`src/rtl/rob_pkg.sv`:
```
// Shared reorder-buffer entry type and default sizing constants.
package rob_pkg;
  localparam int ROB_XLEN  = 32;
  localparam int ROB_DEPTH = 8;
  localparam int ROB_NCDB  = 6;
  localparam int ROB_REG_W = 5;

  typedef struct packed {
    logic                 busy;
    logic                 done;
    logic [ROB_REG_W-1:0] dest;
    logic [ROB_XLEN-1:0]  data;
  } rob_entry_t;
endpackage

```
`src/rtl/reorder_buff_param_if.sv`:
```
// Dispatch / CDB / commit bundle for reorder_buff_param.
// The flush wire exists only when ROB_FLUSH_EN is defined.
interface reorder_buff_param_if
  import rob_pkg::*;
#(
  parameter int XLEN  = ROB_XLEN,
  parameter int DEPTH = ROB_DEPTH,
  parameter int NCDB  = ROB_NCDB,
  parameter int REG_W = ROB_REG_W
);
  localparam int TAG_W = $clog2(DEPTH);
  localparam int CNT_W = $clog2(DEPTH) + 1;

  logic                   alloc_valid;
  logic [REG_W-1:0]       alloc_dest;
  logic                   alloc_ready;
  logic [TAG_W-1:0]       alloc_tag;
  logic [NCDB-1:0]        cdb_valid;
  logic [NCDB*TAG_W-1:0]  cdb_tag;
  logic [NCDB*XLEN-1:0]   cdb_data;
  logic                   commit_valid;
  logic                   commit_ready;
  logic [REG_W-1:0]       commit_dest;
  logic [XLEN-1:0]        commit_data;
  logic [TAG_W-1:0]       commit_tag;
  logic [CNT_W-1:0]       count;
  logic                   empty;
  logic                   full;
`ifdef ROB_FLUSH_EN
  logic                   flush;
`endif

  modport master (
`ifdef ROB_FLUSH_EN
    output flush,
`endif
    output alloc_valid, alloc_dest, cdb_valid, cdb_tag, cdb_data, commit_ready,
    input  alloc_ready, alloc_tag, commit_valid, commit_dest, commit_data, commit_tag,
    input  count, empty, full
  );

  modport slave (
`ifdef ROB_FLUSH_EN
    input  flush,
`endif
    input  alloc_valid, alloc_dest, cdb_valid, cdb_tag, cdb_data, commit_ready,
    output alloc_ready, alloc_tag, commit_valid, commit_dest, commit_data, commit_tag,
    output count, empty, full
  );
endinterface

```
`src/rtl/rob_cdb_match.sv`:
```
// Per-entry CDB tag compare; lowest lane index wins when several lanes hit.
module rob_cdb_match #(
  parameter int XLEN  = 32,
  parameter int TAG_W = 3,
  parameter int NCDB  = 6,
  parameter int IDX   = 0
) (
  input  logic [NCDB-1:0]       i_valid,
  input  logic [NCDB*TAG_W-1:0] i_tag,
  input  logic [NCDB*XLEN-1:0]  i_data,
  output logic                  o_hit,
  output logic [XLEN-1:0]       o_data
);
  // Scan high to low so the lowest matching lane is the last writer.
  always_comb begin
    o_hit  = 1'b0;
    o_data = '0;
    for (int i = NCDB - 1; i >= 0; i--) begin
      if (i_valid[i] && (i_tag[i*TAG_W +: TAG_W] == TAG_W'(IDX))) begin
        o_hit  = 1'b1;
        o_data = i_data[i*XLEN +: XLEN];
      end
    end
  end
endmodule

```
`src/rtl/reorder_buff_param.sv`:
```
// Parameterized reorder buffer: allocates in order, completes from the CDB
// out of order, commits in order. Flush support compiled in with ROB_FLUSH_EN.
module reorder_buff_param
  import rob_pkg::*;
#(
  parameter int XLEN  = ROB_XLEN,
  parameter int DEPTH = ROB_DEPTH,
  parameter int NCDB  = ROB_NCDB,
  parameter int REG_W = ROB_REG_W
) (
  input logic                 clk,
  input logic                 rst_n,
  reorder_buff_param_if.slave bus
);
  localparam int TAG_W = $clog2(DEPTH);
  localparam int CNT_W = $clog2(DEPTH) + 1;

  typedef struct packed {
    logic             busy;
    logic             done;
    logic [REG_W-1:0] dest;
    logic [XLEN-1:0]  data;
  } entry_t;

  entry_t [DEPTH-1:0]          r_ent;
  logic [TAG_W-1:0]            r_head, r_tail;
  logic [CNT_W-1:0]            r_count;
  logic [DEPTH-1:0]            w_hit;
  logic [DEPTH-1:0][XLEN-1:0]  w_hdata;
  logic                        w_flush, w_full, w_alloc, w_commit;

`ifdef ROB_FLUSH_EN
  assign w_flush = bus.flush;
`else
  assign w_flush = 1'b0;
`endif

  assign w_full   = (r_count == CNT_W'(DEPTH));
  assign w_alloc  = bus.alloc_valid && bus.alloc_ready;
  assign w_commit = bus.commit_valid && bus.commit_ready;

  // No full bypass: a same-cycle commit does not open a slot for dispatch.
  assign bus.alloc_ready  = !w_full && !w_flush;
  assign bus.alloc_tag    = r_tail;
  assign bus.commit_valid = r_ent[r_head].busy && r_ent[r_head].done && !w_flush;
  assign bus.commit_dest  = r_ent[r_head].dest;
  assign bus.commit_data  = r_ent[r_head].data;
  assign bus.commit_tag   = r_head;
  assign bus.count        = r_count;
  assign bus.empty        = (r_count == '0);
  assign bus.full         = w_full;

  for (genvar g = 0; g < DEPTH; g++) begin : g_ent
    rob_cdb_match #(.XLEN(XLEN), .TAG_W(TAG_W), .NCDB(NCDB), .IDX(g)) u_match (
      .i_valid (bus.cdb_valid),
      .i_tag   (bus.cdb_tag),
      .i_data  (bus.cdb_data),
      .o_hit   (w_hit[g]),
      .o_data  (w_hdata[g])
    );
  end

  always_ff @(posedge clk or negedge rst_n) begin
    if (!rst_n) begin
      r_ent   <= '0;
      r_head  <= '0;
      r_tail  <= '0;
      r_count <= '0;
    end else if (w_flush) begin
      r_ent   <= '0;
      r_head  <= '0;
      r_tail  <= '0;
      r_count <= '0;
    end else begin
      // Only busy, not-yet-done entries accept a result; stale tags fall through.
      for (int e = 0; e < DEPTH; e++) begin
        if (w_hit[e] && r_ent[e].busy && !r_ent[e].done) begin
          r_ent[e].done <= 1'b1;
          r_ent[e].data <= w_hdata[e];
        end
      end
      if (w_commit) begin
        r_ent[r_head] <= '0;
        r_head        <= r_head + TAG_W'(1);
      end
      if (w_alloc) begin
        r_ent[r_tail] <= '{busy: 1'b1, done: 1'b0, dest: bus.alloc_dest, data: '0};
        r_tail        <= r_tail + TAG_W'(1);
      end
      case ({w_alloc, w_commit})
        2'b10:   r_count <= r_count + CNT_W'(1);
        2'b01:   r_count <= r_count - CNT_W'(1);
        default: r_count <= r_count;
      endcase
    end
  end
endmodule
```
`src/flat_wrapper.sv`:
```
// flat-port wrapper written by rule: the top's interface ports become plain ports
module reorder_buff_param_flat import rob_pkg::*;
#(
  parameter int XLEN  = ROB_XLEN,
  parameter int DEPTH = ROB_DEPTH,
  parameter int NCDB  = ROB_NCDB,
  parameter int REG_W = ROB_REG_W
)
  (clk, rst_n, bus_alloc_valid, bus_alloc_dest, bus_cdb_valid, bus_cdb_tag, bus_cdb_data, bus_commit_ready, bus_alloc_ready, bus_alloc_tag, bus_commit_valid, bus_commit_dest, bus_commit_data, bus_commit_tag, bus_count, bus_empty, bus_full);
  reorder_buff_param_if #(.XLEN(XLEN), .DEPTH(DEPTH), .NCDB(NCDB), .REG_W(REG_W)) bus_i ();
  input logic clk;
  input logic rst_n;
  input wire logic [$bits(bus_i.alloc_valid)-1:0] bus_alloc_valid;
  input wire logic [$bits(bus_i.alloc_dest)-1:0] bus_alloc_dest;
  input wire logic [$bits(bus_i.cdb_valid)-1:0] bus_cdb_valid;
  input wire logic [$bits(bus_i.cdb_tag)-1:0] bus_cdb_tag;
  input wire logic [$bits(bus_i.cdb_data)-1:0] bus_cdb_data;
  input wire logic [$bits(bus_i.commit_ready)-1:0] bus_commit_ready;
  output wire logic [$bits(bus_i.alloc_ready)-1:0] bus_alloc_ready;
  output wire logic [$bits(bus_i.alloc_tag)-1:0] bus_alloc_tag;
  output wire logic [$bits(bus_i.commit_valid)-1:0] bus_commit_valid;
  output wire logic [$bits(bus_i.commit_dest)-1:0] bus_commit_dest;
  output wire logic [$bits(bus_i.commit_data)-1:0] bus_commit_data;
  output wire logic [$bits(bus_i.commit_tag)-1:0] bus_commit_tag;
  output wire logic [$bits(bus_i.count)-1:0] bus_count;
  output wire logic [$bits(bus_i.empty)-1:0] bus_empty;
  output wire logic [$bits(bus_i.full)-1:0] bus_full;
  assign bus_i.alloc_valid = bus_alloc_valid;
  assign bus_i.alloc_dest = bus_alloc_dest;
  assign bus_i.cdb_valid = bus_cdb_valid;
  assign bus_i.cdb_tag = bus_cdb_tag;
  assign bus_i.cdb_data = bus_cdb_data;
  assign bus_i.commit_ready = bus_commit_ready;
  assign bus_alloc_ready = bus_i.alloc_ready;
  assign bus_alloc_tag = bus_i.alloc_tag;
  assign bus_commit_valid = bus_i.commit_valid;
  assign bus_commit_dest = bus_i.commit_dest;
  assign bus_commit_data = bus_i.commit_data;
  assign bus_commit_tag = bus_i.commit_tag;
  assign bus_count = bus_i.count;
  assign bus_empty = bus_i.empty;
  assign bus_full = bus_i.full;
  reorder_buff_param #(.XLEN(XLEN), .DEPTH(DEPTH), .NCDB(NCDB), .REG_W(REG_W)) u_core (.clk(clk), .rst_n(rst_n), .bus(bus_i));
endmodule
```
`config.mk`:
```
export PLATFORM = sky130hd
export DESIGN_NAME = reorder_buff_param_flat
export DESIGN_NICKNAME = d
export VERILOG_FILES = /design/src/rtl/rob_pkg.sv /design/src/rtl/reorder_buff_param_if.sv /design/src/rtl/rob_cdb_match.sv /design/src/rtl/reorder_buff_param.sv /design/src/flat_wrapper.sv
export SDC_FILE = /design/constraint.sdc
export NUM_CORES = 2
export LEC_CHECK = 0
export BUFFER_PORTS_ARGS = -buffer_cell sky130_fd_sc_hd__buf_4
export CORE_AREA = 2 2 214 373
export DETAILED_ROUTE_END_ITERATION = 10
export DIE_AREA = 0 0 216 375
export REMOVE_ABC_BUFFERS = 1
export SYNTH_ARGS = -nofsm -noshare
export SYNTH_HDL_FRONTEND = slang
export SYNTH_SLANG_ARGS = --single-unit
```
`constraint.sdc`:
```
create_clock -name clk -period 8.3 [get_ports clk]
set_input_delay 2.49 -clock clk [delete_from_list [all_inputs] [get_ports clk]]
set_output_delay 2.49 -clock clk [all_outputs]
set_load 0.05 [all_outputs]
```
# [After elaboration in Yosys (flattened, before gate mapping)]
# Cells that the tools add are included.
[word_totals] ff_bits=322
[op_classes] n_addsub=4 n_lt_le_gt_ge=4 n_eq_ne=45 muxes=122 bitwise_logic=2 n_reduce_logical=86
[ops] operator="32-bit two-way mux" count=56
[ops] operator="312-bit two-way mux" count=2
[ops] operator="312-bit AND" count=1
[ops] operator="312-bit bitwise mux" count=1
[ops] operator="312-bit NOT" count=1
[ops] operator="39-bit demux with 3-bit select" count=2
[ops] operator="39-bit binary-select mux with 3-bit select" count=1
[ops] operator="39-bit two-way mux" count=3
[ops] operator="3-bit == test (second input constant)" count=24
[ops] operator="1-bit logical AND" count=69
[ops] operator="1-bit two-way mux" count=56
[ops] operator="3-bit by 2-bit == test with 1-bit output (second input constant)" count=12
[ops] operator="3-bit by 1-bit == test with 1-bit output (second input constant)" count=6
[ops] operator="3-bit zero test" count=6
[ops] operator="1-bit zero test" count=9
[ops] operator="3-bit by 4-bit < comparator with 1-bit output (second input constant)" count=2
[ops] operator="4-bit one-hot mux with 2 select lines" count=1
[ops] operator="3-bit by 1-bit adder with 3-bit output (second input constant)" count=2
[ops] operator="3-bit by 1-bit greater-or-equal comparator with 1-bit output (second input constant)" count=2
[ops] operator="4-bit by 1-bit adder with 4-bit output (second input constant)" count=1
[ops] operator="4-bit == test (second input constant)" count=1
[ops] operator="4-bit zero test" count=1
[ops] operator="4-bit by 1-bit subtractor with 4-bit output (second input constant)" count=1
[ops] operator="2-bit by 1-bit == test with 1-bit output (second input constant)" count=1
[ops] operator="other kinds (2)" count=2

# [Longest topological paths before layout]
[depth] ltp_word=15 mapped_depth=17

# [Hierarchy]
# From an unflattened synthesis, not the netlist that was laid out.
[unflattened] cells_unflattened=3949 area_unflattened_um2=30083.9
[modules_own_cells] module="reorder_buff_param" instances=1 cells_per_inst=1485 area_each_um2=15603.7 seq_area_each_um2=8057.7
[modules_own_cells] module="rob_cdb_match (u_core.g_ent[3].u_match ...)" instances=3 cells_per_inst=308 area_each_um2=1845.5 seq_area_each_um2=0.0
[modules_own_cells] module="rob_cdb_match (u_core.g_ent[1].u_match ...)" instances=2 cells_per_inst=309 area_each_um2=1798.0 seq_area_each_um2=0.0
[modules_own_cells] module="rob_cdb_match (u_core.g_ent[7].u_match)" instances=1 cells_per_inst=308 area_each_um2=1826.8 seq_area_each_um2=0.0
[modules_own_cells] module="rob_cdb_match (u_core.g_ent[0].u_match)" instances=1 cells_per_inst=305 area_each_um2=1815.5 seq_area_each_um2=0.0
[modules_own_cells] module="rob_cdb_match (u_core.g_ent[4].u_match)" instances=1 cells_per_inst=309 area_each_um2=1705.4 seq_area_each_um2=0.0

# [Least setup slack after synthesis]
# OpenSTA, ideal clock, no wires.
[synth_path] path_type="reg2out" start="reg u_core.r_head[0], in the netlist u_core.bus.commit_tag[0]" end="out bus_commit_data[2]" arrival_time_ns=3.146 required_time_ns=5.810 setup_slack_ns=2.664 stages_incl_launch_ff=8 path_cell_list="dfrtp_1 buf_2 buf_1 buf_1 mux2i_1 nor2_1 a21oi_1 o21ai_0"
[synth_via] elab_chain_cells=2
[synth_rtl] item="start, declared" line="reorder_buff_param.sv:26" source="logic [TAG_W-1:0] r_head, r_tail;"
[synth_rtl] item="start signal, assigned" line="reorder_buff_param.sv:84" source="r_head <= r_head + TAG_W'(1);"
[synth_rtl] item="39-bit binary-select mux with 3-bit select" line="reorder_buff_param.sv:47" source="assign bus.commit_data = r_ent[r_head].data;"
[synth_rtl] item="39-bit two-way mux"
[synth_rtl] item="end, declared" line="flat_wrapper.sv:23" source="output wire logic [$bits(bus_i.commit_data)-1:0] bus_commit_data;"
# Every way passes these cells. The select of a mux whose other input is x is not followed.

# [Worst setup path in the final report]
[layout_path] start="reg u_core.r_head[1], in the netlist u_core.bus.commit_tag[1]" end="out bus_commit_data[4]"
# Same word-level chain as after synthesis.

==> summary.txt <==
Outcome
  – Run status: completed

Worst setup path
  – FF-to-FF setup slack: 3710 ps
  – Critical Path RT: ~5800 ps
  – Setup crit start kind: flip-flop
  – Crit path kind: flip-flop to output pin
  – Crit Reg-Reg Endpoint: u_core.bus.count[3]
  – FF-to-FF path depth: 15
  – Worst reg2reg path startpoint: u_core.bus.commit_tag[2]
  – Crit Path Max Fanout: 51
  – Setup crit end kind: output pin
  – Worst Path Arrival: between 3000 and 4000 ps

Power and ir drop
  – Sequential power share: 0.293
  – Pint: around 5.0 mW
  – Total Power: 9.70 mW
  – Pwr per Cell Area: between 300 and 400 mW/mm^2
  – Clk pwr share: 0.184
  – Worst vdd ir: between 200 and 300 uV
  – Pleak: ~11 nW
  – Sw Ratio: 0.480
  – Combinational share of power: 0.523
  – Sw power: ~4.7 mW

Floorplanning
  – Die extent in x: about 220 um
  – Initial Utilization: 0.346
  – DIE AREA: 0.0810 mm^2
  – Io pins: 276
  – Die H: roughly 380 um
  – Core area: 0.0783 mm^2
  – Row cnt: 136

Routing
  – Final WL: around 150 mm
  – Vias/cell: ~7.3
  – DRC: 0
  – Starting DRT DRC Count: roughly 4600
  – Pre-antenna DRT Iters: 7
  – Antenna Nets Post-Route: 0
  – DR vias: about 31000
  – Drt wl/cell: roughly 36 um

GRT
  – Antenna violations before repair: 17
  – GRT overflow: 0
  – Vias in the first global route: 30500
  – Largest net degree at the start of global routing: 120
  – GRT Util Overall: 0.369
  – First-pass GRT wire length: 218 mm

Timing
  – Clk_skew: between 20 and 25 ps
  – Relative slew margins: 0.0282
  – Setup TNS: 0 ps
  – Fin. Hold Viols: 0
  – Final hold slack: ~500 ps
  – Slew @ Worst Pin: between 1000 and 1500 ps
  – RSZ-0062 raised after global routing: false
  – Final period util: 0.775
  – Fmax: 155 MHz
  – Max Slew Vio Count: 0
  – Final min period: 6430 ps
  – Final setup fails: 0

Yosys
  – Syn_area_per_cell: around 8.2 um^2
  – Register area share after synthesis: 0.298
  – Commonest register cell after synthesis: dfrtp_1
  – Ys async rst share: 1.00
  – Post-synth top area share: 0.298
  – Cells after Synth: about 3300
  – Synth Register Bits: between 300 and 400
  – Synth top area cells: dfrtp_1, mux2_2, a221oi_1, a211oi_1, o22ai_1
  – Yosys cell types: 71
  – Number of synthesized flops with an enable pin: 0
  – Largest area contributor in the netlist: dfrtp_1
  – Post-Syn Area: 0.0271 mm^2
  – Synth Warn #: 0

Worst hold path
  – Worst Hold End: u_core.r_ent[306]
  – Hold wc startpoint: u_core.r_ent[306]
  – Worst hold path cell count: 1
  – HP Class: flip-flop to flip-flop

Placed design
  – Final HPWL DP: about 87 mm
  – I/O Buffers: between 200 and 300
  – Final Wtd Congestion: 0.947

Clock tree
  – Cts bufs inserted: 36
  – Clk sinks: ~320
  – Setup bufs post-CTS: 0
  – Post_cts resized: 0
  – CTS max path bufs: 3
  – # hold bufs at CTS: 0
  – Clk Latency, worst-skew pair: between 500 and 600 ps
  – Clock tree root buffer cell: clkbuf_16
  – Clock slew at the register clock pins of the worst setup and hold paths: around 70 ps
  – CTS tree: built
  – H-tree levels: 2

Flow run
  – Number of max-cap violations: 0

Layout
  – Nets: between 3000 and 4000
  – Share of cells above drive strength 1: 0.236
  – Area grow syn2layout: 13.3%
-- cell usage in the layout, fill, tap and decap left out, drive strengths merged, types with 21 or more instances in the layout --
master,count
a22o,40
a211oi,195
mux2i,105
nand2,165
a21oi,227
mux2,234
a22oi,83
o21ai,130
a311oi,64
nor3,200
dfrtp,322
nor2,337
or3,64
a221oi,192
nand2b,49
buf,357
o2111ai,32
o221ai,21
o22ai,225
clkbuf,47
-- worst max path at each step --
stage / start / to / slack (ps) / cells after the start
after floorplan: bus_cdb_tag[12] / u_core.r_ent[187] / -1250 / 6
after global placement: u_core.bus.commit_tag[1] / bus_commit_data[8] / 2580 / 6
after detailed placement: u_core.bus.commit_tag[1] / bus_commit_data[8] / 2560 / 6
after CTS: u_core.bus.commit_tag[1] / bus_commit_data[8] / 1930 / 6
after global routing: u_core.bus.commit_tag[1] / bus_commit_data[8] / 1770 / 6
final: u_core.bus.commit_tag[1] / bus_commit_data[4] / 1870 / 5
-- metal layers --
layer	wire length, um	global-route usage	vias to the layer above
met1	52500	0.419	15000
met3	20100	0.135	984
met2	67300	0.561	2747
met5	100	0	-
li1	-	-	12600
met4	14300	0.282	14
-- stage by stage --
| step | utilization | setup WS (ps) | cell area (um^2) | cells |
|---|---|---|---|---|
| after CTS | 0.391 | 1930 | 30600 | 4273 |
| after global routing | 0.391 | 1770 | 30600 | 4275 |
| after detailed placement | 0.376 | 2560 | 29400 | 4212 |
| final | 0.392 | 1870 | 30700 | 4284 |
| after floorplan | - | -1250 | 25000 | 2820 |
| after global placement | 0.376 | 2580 | 29400 | 4212 |
-- flip-flops by register name, indices dropped and copies added, names as in the netlist --
signal,flops
u_core.bus.count,4
u_core.r_ent,312
u_core.bus.commit_tag,3
u_core.bus.alloc_tag,3
-- power groups by stage --
stage                     Sequential, mW  Combinational, mW  Clock [mW]
after CTS                           2.81               4.94        1.78
after detailed placement            2.84               4.93           0
after floorplan                     2.80               3.06           0
after global placement              2.82               4.88           0
final                               2.84               5.07        1.78
after global routing                2.90               5.32        1.83
-- synthesized netlist by cell type, drive strengths merged (3+ instances only) --
| cell type | count |
|---|---|
| xnor2 | 5 |
| and2 | 3 |
| nand2b | 49 |
| a221oi | 192 |
| o221ai | 21 |
| clkbuf | 353 |
| ha | 5 |
| nor3b | 5 |
| nor3 | 200 |
| o2111ai | 32 |
| or3 | 64 |
| a22o | 40 |
| a311oi | 64 |
| a22oi | 83 |
| a21oi | 227 |
| a21o | 9 |
| or2 | 3 |
| nor4 | 3 |
| buf | 138 |
| nor4bb | 5 |
| mux2i | 105 |
| nand4 | 7 |
| a31o | 5 |
| a31oi | 5 |
| inv | 12 |
| and4 | 4 |
| o22ai | 225 |
| nor2b | 7 |
| o21ai | 130 |
| mux2 | 234 |
| a211oi | 195 |
| dfrtp | 322 |
| or4b | 6 |
| nand2 | 165 |
| or4 | 3 |
| nand3 | 6 |
| nand4bb | 5 |
| nand4b | 10 |
| nor2 | 337 |
-- final cells by class --
class	count	area (um^2)
Antenna cell	11	27.5
Clock buffer	47	1020
Clock inverter	14	206
Fill cell	8177	47600
Inverter	12	45.0
Multi-Input combinational cell	2486	17300
Sequential cell	322	8070
Tap cell	1035	1290
Timing Repair Buffer	357	2710
-- kinds of logic (layout without fill, tap and decap cells) --
| logic type | count (synthesis) | after routing | share of synthesized area |
|---|---|---|---|
| other | 0 | 11 | 0 |
| AND/OR/NAND/NOR | 891 | 891 | 0.156 |
| multiplexers | 341 | 341 | 0.138 |
| flip-flops | 322 | 322 | 0.298 |
| AO/OA/AOI/OAI | 1241 | 1241 | 0.326 |
| XOR/XNOR | 7 | 7 | 0.00226 |
| buffers and inverters | 503 | 430 | 0.0778 |
| adder cells (fa/ha/maj) | 6 | 6 | 0.00305 |
-- critical path, stage by stage, from the launching register on --
cell and delay [ps]:
dfrtp_4 980, inv_1 340, nor2_2 960, a22oi_1 170, o221ai_1 560, buf_4 310
No activity file was read; power rests on OpenSTA's default activity.
